File: src/rtl/csdf_expand.sv
// Tagged-token expander: pops one {tag, data} token and replays it NUM_OP times
// into all PORTS FIFOs of flux `tag`, with per-flux state and fixed-priority emit.
module csdf_expand #(
  parameter int DATA_WIDTH = 8,
  parameter int FLUX       = 2,
  parameter int PORTS      = 2,
  parameter int NUM_OP     = 4,
  localparam int TAG_WIDTH = $clog2(FLUX),
  localparam int WIDTH     = DATA_WIDTH + TAG_WIDTH,
  localparam int CNT_W     = $clog2(NUM_OP + 1)
) (
  input  logic                          clk,
  input  logic                          rst,
  input  logic [WIDTH-1:0]              read_port_dout,
  input  logic                          read_port_empty,
  output logic                          read_port_read,
  output logic [PORTS*DATA_WIDTH-1:0]   write_port_din,
  output logic [FLUX*PORTS-1:0]         write_port_write,
  input  logic [FLUX*PORTS-1:0]         write_port_full,
  output logic                          tag_err
);

  logic [FLUX-1:0]       busy_q, busy_d;
  logic [DATA_WIDTH-1:0] val_q [FLUX];
  logic [DATA_WIDTH-1:0] val_d [FLUX];
  logic [CNT_W-1:0]      cnt_q [FLUX];
  logic [CNT_W-1:0]      cnt_d [FLUX];

  logic [TAG_WIDTH-1:0]  head_tag;
  logic [DATA_WIDTH-1:0] head_data;
  logic [FLUX-1:0]       tag_match;
  logic [FLUX-1:0]       ready;
  logic [FLUX-1:0]       grant;
  logic                  accept_ok;
  logic                  discard;

  assign head_tag  = read_port_dout[WIDTH-1:DATA_WIDTH];
  assign head_data = read_port_dout[DATA_WIDTH-1:0];

  genvar gi;
  generate
    for (gi = 0; gi < FLUX; gi++) begin : g_flux
      localparam logic [TAG_WIDTH-1:0] FI = TAG_WIDTH'(gi);
      assign tag_match[gi] = (head_tag == FI);
      // A flux emits only when every one of its ports can take the word.
      assign ready[gi] = busy_q[gi] && !(|write_port_full[gi*PORTS +: PORTS]);
      assign write_port_write[gi*PORTS +: PORTS] = {PORTS{grant[gi]}};
    end
  endgenerate

  // Out-of-range tags match no flux and are dropped; rst gates the combinational strobes.
  assign accept_ok      = rst && !read_port_empty && |(tag_match & ~busy_q);
  assign discard        = rst && !read_port_empty && !(|tag_match);
  assign read_port_read = accept_ok || discard;
  assign tag_err        = discard;

  // Isolate the lowest set ready bit.
  assign grant = ready & (~ready + FLUX'(1));

  always_comb begin
    write_port_din = '0;
    for (int f = 0; f < FLUX; f++) begin
      if (grant[f]) write_port_din = {PORTS{val_q[f]}};
    end
  end

  always_comb begin
    busy_d = busy_q;
    for (int f = 0; f < FLUX; f++) begin
      val_d[f] = val_q[f];
      cnt_d[f] = cnt_q[f];
      if (accept_ok && tag_match[f]) begin
        val_d[f]  = head_data;
        cnt_d[f]  = CNT_W'(NUM_OP);
        busy_d[f] = 1'b1;
      end else if (grant[f]) begin
        cnt_d[f]  = cnt_q[f] - CNT_W'(1);
        busy_d[f] = (cnt_q[f] != CNT_W'(1));
      end
    end
  end

  always_ff @(posedge clk or negedge rst) begin
    if (!rst) begin
      busy_q <= '0;
      for (int f = 0; f < FLUX; f++) begin
        val_q[f] <= '0;
        cnt_q[f] <= '0;
      end
    end else begin
      busy_q <= busy_d;
      for (int f = 0; f < FLUX; f++) begin
        val_q[f] <= val_d[f];
        cnt_q[f] <= cnt_d[f];
      end
    end
  end

endmodule

File: config.mk
export PLATFORM = sky130hd
export DESIGN_NAME = csdf_expand
export DESIGN_NICKNAME = d
export VERILOG_FILES = /design/src/rtl/csdf_expand.sv
export SDC_FILE = /design/constraint.sdc
export NUM_CORES = 1
export LEC_CHECK = 0
export ABC_AREA = 1
export CORE_ASPECT_RATIO = 1.2
export CORE_MARGIN = 2
export CORE_UTILIZATION = 50
export CTS_BUF_LIST = sky130_fd_sc_hd__clkbuf_8
export CTS_CLUSTER_SIZE = 25
export DETAILED_ROUTE_END_ITERATION = 8
export PLACE_DENSITY = 0.83
export SYNTH_ARGS = -nofsm -noshare
export SYNTH_HDL_FRONTEND = slang
export SYNTH_SLANG_ARGS = --single-unit
File: constraint.sdc
create_clock -name clk -period 3 [get_ports clk]
set_clock_uncertainty 0.15 [all_clocks]
set_input_delay 0.3 -clock clk [delete_from_list [all_inputs] [get_ports clk]]
set_output_delay 0.3 -clock clk [all_outputs]
set_load 0.02 [all_outputs]
* Word level (Yosys, flattened, before mapping)
Index checks and enable logic that the tools add are counted.
Widths: inputs -> output; s select.
** Storage, ports and cells
- Word-level logic and storage cells :: 40
- Output and inout port bits :: 22
- Bits of input ports :: 16
- Flip-flop bits (word level) :: 24
** Cells by class
- Mux-type cells :: 10
- Add/sub/neg operators :: 3
- Bitwise logic cells :: 5
- Equality and inequality tests :: 2
- Reduce and logical (&&, ||, !) cells :: 14
** Operators by type and width (count)
- $mux 16 :: 2
- $mux 3 :: 4
- $logic_and 1x1->1 :: 6
- $ne 3x1->1 const B :: 2
- $reduce_or 2->1 :: 3
- $sub 3x1->3 const B :: 2
- $and 2x2->2 :: 2
- $mux 1 :: 4
- $not 2->2 :: 2
- $reduce_bool 2->1 :: 2
- $logic_not 1->1 :: 3
- $add 2x1->2 const B :: 1
- $not 1->1 :: 1

* Logic depth before layout (Yosys ltp)
Gate-level depths: netlist (run 1).
- Depth after elaboration :: 8
- Gate-level depth with buffers :: 8
- Depth with buffers taken out :: 7

* Worst setup path after synthesis (run 1)
Ideal clock, no wire load.
- Kind :: register to output
- Start :: register busy_q[0]
- End :: output write_port_din[10]
- Path buffers :: 2
- Arrival time :: 1.291 ns
- Stages on the path, launching flop included :: 8
- Slack :: 1.259 ns
- Required time :: 2.550 ns
- Cell sequence :: dfrtp_1 nand2_1 nor2_1 nor2_1 buf_2 nand2_1 nand2_1 buf_4
** On the way
- Elaborated cells on any way between the ends :: 6
- Classes of those cells :: add/sub: 1; mux: 2; bitwise: 2; reduce/logical: 1
** RTL lines
- start: declaration :: RTL line 23 : logic [FLUX-1:0] busy_q, busy_d;
- start signal: assignment :: RTL line 91 : busy_q <= busy_d;
- $logic_and 1x1->1 :: RTL line 46 : assign ready[gi] = busy_q[gi] && !(|write_port_full[gi*PORTS +: PORTS]);
- $not 2->2 :: RTL line 58 : assign grant = ready & (~ready + FLUX'(1));
- $add 2x1->2 :: RTL line 58
- $and 2x2->2 :: RTL line 58
- net write_port_write[2] :: RTL line 18 : output logic [FLUX*PORTS-1:0] write_port_write,
- $mux 16 :: RTL line 63 : if (grant[f]) write_port_din = {PORTS{val_q[f]}};
- end: declaration :: RTL line 17 : output logic [PORTS*DATA_WIDTH-1:0] write_port_din,
The timed path passes the listed nets, and every way through them passes these cells.

* Final worst setup path (run 1)
- Start :: input write_port_full[0]
- End :: output write_port_din[12]
** On the way
- Longest elaborated chain between the ends :: 8
** RTL lines
- start: declaration :: RTL line 19 : input logic [FLUX*PORTS-1:0] write_port_full,
- $reduce_or 2->1 * :: RTL line 46
- $logic_not 1->1 * :: RTL line 46
- $logic_and 1x1->1 * :: RTL line 46
- $not 2->2 :: RTL line 58
- $add 2x1->2 :: RTL line 58
- $and 2x2->2 * :: RTL line 58
- $mux 16 :: RTL line 63
- $mux 16 * :: RTL line 63
Every way passes the cells marked *; elsewhere a longest branch is shown, timed or not.

==> results.json, run 1 <==
{
  "status": "complete, no violations",
  "dieHeight_um": 61.08,
  "num_rows": 20,
  "core_area_sq_um": 2552,
  "timing.reg2reg.setup_slack_ns": 1.45,
  "register_area_sq_um": 600.6,
  "initial_utilization_pct": 53.19,
  "avgViaCountPerCell": 4.967,
  "drt_iter0_drc": 39,
  "yosysUniqueCellTypes": 17,
  "vias": 1202,
  "first_pass_iters": 4,
  "pwr-share-comb_pct": 43.3,
  "final_layout_size_suffix_gt1_share_pct": 8.134,
  "switching_share_pct": 38.46,
  "n_antenna_cell": 0,
  "htree_levels": 1,
  "reg2regPathDepth": 6,
  "crit_path_end_kind": "output pin",
  "clockBufferDepth": 2,
  "grt_usage_pct": 21.18,
  "grt_overflow": 0,
  "critical_path_arrival_ns": 1.96,
  "p_sw_w": 0.0005182,
  "hold_viol_final": 0,
  "antenna_found_initial": 0,
  "wl_per_cell_um": 11.83,
  "syn_area_per_cell_sq_um": 7.542,
  "hold_class": "in2async",
  "startpoint_type": "primary input",
  "cts_resized": 0,
  "finalPower_w": 0.001348,
  "routed_wl_mm": 2.862,
  "netlist_instances": 180,
  "dieArea_sq_um": 3150,
  "ios": 38,
  "nNetsFinal": 230,
  "finalWeightedCongestion": 0.7907,
  "port_buffers": 36,
  "r2r-start": "busy_q[1]",
  "drc_errors": 0,
  "netlist_area_sq_um": 1358,
  "cts_buffers": 3,
  "ys_ff_latch": 24,
  "internal-power_w": 0.0008294,
  "die_w_um": 51.57,
  "r2r_end": "cnt_q[4]",
  "crit_path_max_fanout": 12,
  "fmax_mhz": 415.3,
  "yosys_warnings": 0,
  "multi_input_area_sq_um": 580.6,
  "place_ws_ns": 0.5934,
  "clkLatencyLatePin_ns": 0.26,
  "dpl.hpwl_mm": 2.185,
  "setup_slack_ns": 0.5922,
  "peakVddDrop_mv": 0.4440,
  "cts-hold-fix-buffers": 0,
  "rsz0062_at_grt": "no",
  "cts-root-buf": "clkbuf_8",
  "antenna_left": 0,
  "power_frac_seq_pct": 40.7,
  "powerDensity_nw_per_um2": 774.9,
  "critPathKind": "in2out",
  "cts_tree": "done",
  "cts_setup_buffers": 0,
  "clk_pin_slew_ns": 0.08,
  "setup-violations-final": 0,
  "cap_violations": 0,
  "grt_max_degree": 19,
  "ys_seq_area_share_pct": 44.24,
  "worst_ep_required_time_ns": 2.55,
  "finalSetupTns_ns": 0,
  "grt_pass1_vias": 1171,
  "synthesis.nets": 200,
  "fillCellCount": 228,
  "pwr-share-clk_pct": 16.0,
  "p_leak_nw": 0.9227,
  "area_growth_pct": 28.11,
  "grt_pass1_wl_mm": 4.947,
  "timing.final.crit_share_pct": 80.26,
  "maxSlewViolCount": 0,
  "cts_sinks": 24,
  "period_minus_slack_ns": 2.408
}
[flip-flops by register name, indices dropped and copies added (netlist names)]
signal and count:
val_q 16, cnt_q 6, busy_q 2
[layer usage]
layer	global-route usage, %	wire length, um
met4	7.519	26
met2	38.64	1481
met1	24.84	1202
met3	4.369	153
met5	0	0
[worst max-delay path by stage]
stage	start	end	slack, ns	depth (start not counted)
floorplan	busy_q[0]	write_port_din[10]	1.26	7
global route	write_port_full[0]	write_port_din[12]	0.43	8
global placement	write_port_full[0]	write_port_din[1]	0.62	9
detailed placement	write_port_full[0]	write_port_din[12]	0.59	9
finish	write_port_full[0]	write_port_din[12]	0.59	9
CTS	write_port_full[0]	write_port_din[12]	0.57	9
[kinds of logic (layout without fill, tap and decap cells)]
family / count (synthesis) / in the layout / synth area share (%)
DFF: 24 / 24 / 44.24
adders and majority gates: 4 / 4 / 3.687
other: 1 / 1 / 0.2762
buffers and inverters: 32 / 61 / 12.99
xor gates and xnor gates: 1 / 1 / 0.6453
AOI/OAI and AO/OA: 2 / 2 / 0.7374
and+or+nand+nor: 116 / 116 / 37.42
[layout make-up]
class	instances	area share, %
Clock buffer	4	3.165
Inverter	15	3.237
Multi-Input combinational cell	124	33.38
Sequential cell	24	34.53
Tap cell	33	2.374
Timing Repair Buffer	42	23.31
[power by group through the flow]
| stage | Clock (W) | Combinational [W] | Sequential, W |
|---|---|---|---|
| 5_1_grt | 0.000231 | 0.000668 | 0.000568 |
| 4_1_cts | 0.000221 | 0.000595 | 0.000547 |
| 6_report | 0.000216 | 0.000583 | 0.000549 |
| 3_3_place_gp | 0 | 0.000567 | 0.000546 |
| 3_5_place_dp | 0 | 0.000592 | 0.000552 |
| 2_1_floorplan | 0 | 0.000419 | 0.000534 |
[per-stage QoR]
step                      util [%]  cells  hold WS (ns)  instance area (sq um)
final                        68.14    242        0.2611                   1739
after floorplan                  -    180       -0.1456                   1358
after global placement       65.98    238        0.3034                   1684
after detailed placement     65.98    238        0.3100                   1684
after CTS                    68.14    242        0.2647                   1739
after global routing         68.14    242        0.2743                   1739
[synth_stat cells]
| library cell | number | area (sq um) |
|---|---|---|
| o21ai_0 | 2 | 10.01 |
| nand2_2 | 1 | 6.260 |
| inv_2 | 3 | 11.26 |
| buf_4 | 14 | 105.1 |
| ha_1 | 4 | 50.05 |
| conb_1 | 1 | 3.750 |
| nand4_2 | 1 | 12.51 |
| buf_2 | 3 | 15.01 |
| nand4_1 | 8 | 50.05 |
| nor2_8 | 1 | 20.02 |
| xnor2_1 | 1 | 8.760 |
| nand3_2 | 1 | 10.01 |
| dfrtp_1 | 24 | 600.6 |
| nand3_1 | 15 | 75.07 |
| nor2_1 | 7 | 26.28 |
| inv_1 | 12 | 45.04 |
| nand2_1 | 82 | 307.8 |
[cell usage in the layout (no fill, tap or decap), drive strengths merged]
master          n
ha              4
buf             6
inv            15
clkbuf          4
conb            1
clkdlybuf4s50  36
nand2          83
nand3          16
o21ai           2
nor2            8
nand4           9
dfrtp          24
xnor2           1
[worst max-delay path, stage by stage]
cell and delay [ns]:
clkdlybuf4s50_1 0.47, inv_1 0.04, nand2_1 0.05, nor2_1 0.05
nor2_1 0.08, buf_4 0.19, nand2_1 0.06, nand2_1 0.09
clkdlybuf4s50_1 0.62
Power figures use the tool's default switching activity.
==> run 2: changes to the inputs <==
CORE_UTILIZATION = 44   (was 50)
PLACE_DENSITY = 0.77   (was 0.83)
clock period = 2 ns   (was 3 ns; I/O delays follow)
==> results.json, run 2 (synthesized netlist as in run 1, its figures left out) <==
{
  "r2r_end": "val_q[11]",
  "nNetsFinal": 233,
  "regMostFlops": "val_q",
  "r2r-start": "busy_q[1]",
  "maxSlewViolCount": 0,
  "top_regs": "val_q (16), cnt_q (6), busy_q (2)",
  "p_leak_nw": 0.9804,
  "layout_commonest_cell": "nand2_1",
  "reg2regPathDepth": 7,
  "timing.final.crit_share_pct": 97.36,
  "setup-violations-final": 0,
  "cts-root-buf": "clkbuf_8",
  "peakVddDrop_mv": 0.7011,
  "grt_max_degree": 25,
  "hold_viol_final": 0,
  "final_layout_size_suffix_gt1_share_pct": 13.68,
  "dieArea_sq_um": 3547,
  "post_dp_cell_area_sq_um": 1710,
  "stdcell_area_sq_um": 1712,
  "core_area_sq_um": 3000,
  "multi_input_area_sq_um": 580.6,
  "timing.reg2reg.setup_slack_ns": 0.37,
  "switching_share_pct": 39.75,
  "period_minus_slack_ns": 1.947,
  "largest_reg_flops": 16,
  "final_core_util_pct": 57.05,
  "cts-hold-fix-buffers": 0,
  "antenna_left": 0,
  "dieHeight_um": 64.85,
  "area_growth_pct": 26.08,
  "drc_errors": 0,
  "startpoint_type": "flip-flop",
  "cts_setup_buffers": 0,
  "critPathKind": "reg2out",
  "port_buffers": 36,
  "crit_path_end_kind": "output pin",
  "grt_overflow": 0,
  "clockBufferDepth": 2,
  "vias": 1192,
  "powerDensity_nw_per_um2": 1159,
  "grt_pass1_wl_mm": 4.774,
  "p_sw_w": 0.0007887,
  "power_frac_seq_pct": 41.4,
  "initial_utilization_pct": 45.25,
  "wl_per_cell_um": 11.82,
  "drt_iter0_drc": 36,
  "grt_pass1_vias": 1109,
  "finalWeightedCongestion": 0.7210,
  "n_antenna_cell": 0,
  "clk_pin_slew_ns": 0.08,
  "num_rows": 22,
  "worst_ep_required_time_ns": 1.65,
  "dpl.hpwl_mm": 1.971,
  "die_w_um": 54.71,
  "place_ws_ns": -0.1844,
  "critical_path_arrival_ns": 1.60,
  "cts_buffers": 3,
  "cap_violations": 0,
  "first_pass_iters": 4,
  "avgViaCountPerCell": 4.806,
  "status": "complete, no violations",
  "routed_wl_mm": 2.931,
  "antenna_found_initial": 0,
  "grt_usage_pct": 18.65,
  "pwr-share-comb_pct": 42.0,
  "pwr-share-clk_pct": 16.6,
  "register_area_sq_um": 600.6,
  "hold_class": "in2async",
  "fmax_mhz": 513.6,
  "clkLatencyLatePin_ns": 0.27,
  "layout_common_cells": "82 x nand2_1, 24 x dfrtp_1, 15 x nand3_1, 15 x clkdlybuf4s50_1, 12 x inv_1",
  "htree_levels": 1,
  "rsz0062_at_grt": "yes",
  "cts_tree": "done",
  "cts_sinks": 24,
  "ios": 38,
  "setup_slack_ns": 0.05287,
  "internal-power_w": 0.001195,
  "crit_path_max_fanout": 13,
  "fillCellCount": 290
}
## run 2: area by class of cell
type                       count  share of cell area [%]
sequential                    24                   35.09
multi-input combinational    124                   33.92
timing repair buffer          45                   21.86
inverter                      15                   3.289
clock buffer                   4                   3.216
tap                           36                   2.632
## run 2: worst max-delay path: stages (launching register included)
cell and delay [ns]:
dfrtp_1 0.41, nand2_1 0.07, nor2_1 0.14, buf_4 0.22, nand2_1 0.07, nand2_1 0.09, dlygate4sd2_1 0.33
## run 2: worst max path at each step
stage	cells after the start	slack (ns)	to	start
finish	6	0.05	write_port_din[3]	busy_q[0]
global route	7	-0.03	write_port_din[11]	busy_q[0]
CTS	7	0.05	write_port_din[3]	busy_q[0]
detailed placement	9	-0.18	write_port_din[12]	write_port_full[0]
global placement	9	-0.17	write_port_din[12]	write_port_full[0]
floorplan	7	0.36	write_port_din[10]	busy_q[0]
## run 2: power by group through the flow
stage | Combinational (W) | Sequential (W) | Clock (W)
after floorplan | 0.000629 | 0.000801 | 0
after global placement | 0.000885 | 0.000822 | 0
after detailed placement | 0.000903 | 0.000828 | 0
after CTS | 0.000846 | 0.000819 | 0.000332
after global routing | 0.000945 | 0.000850 | 0.000363
final | 0.000833 | 0.000822 | 0.000329
## run 2: what timing repair did
action                                  4_1_cts  5_1_grt
gates resized for setup                      21       23
endpoints found under the setup margin       21       16
gates cloned                                  0        0
## run 2: metrics by stage
| step | setup TNS [ns] | hold WS [ns] | power (W) | cells |
|---|---|---|---|---|
| 3_3_place_gp | -3.049 | 0.3033 | 0.001708 | 244 |
| 4_1_cts | 0 | 0.2664 | 0.001997 | 248 |
| 5_1_grt | -0.06517 | 0.2786 | 0.002159 | 248 |
| 2_1_floorplan | 0 | -0.2456 | 0.001430 | 180 |
| 3_5_place_dp | -3.228 | 0.3083 | 0.001730 | 244 |
| 6_report | 0 | 0.2578 | 0.001984 | 248 |
## run 2: metal layers
layer / track usage, % / up-vias / routed length [um]
li1: - / 609 / -
met1: 23.13 / 550 / 1286
met2: 31.25 / 28 / 1497
met3: 1.382 / 5 / 84
met4: 9.375 / 0 / 63
met5: 0 / - / 0
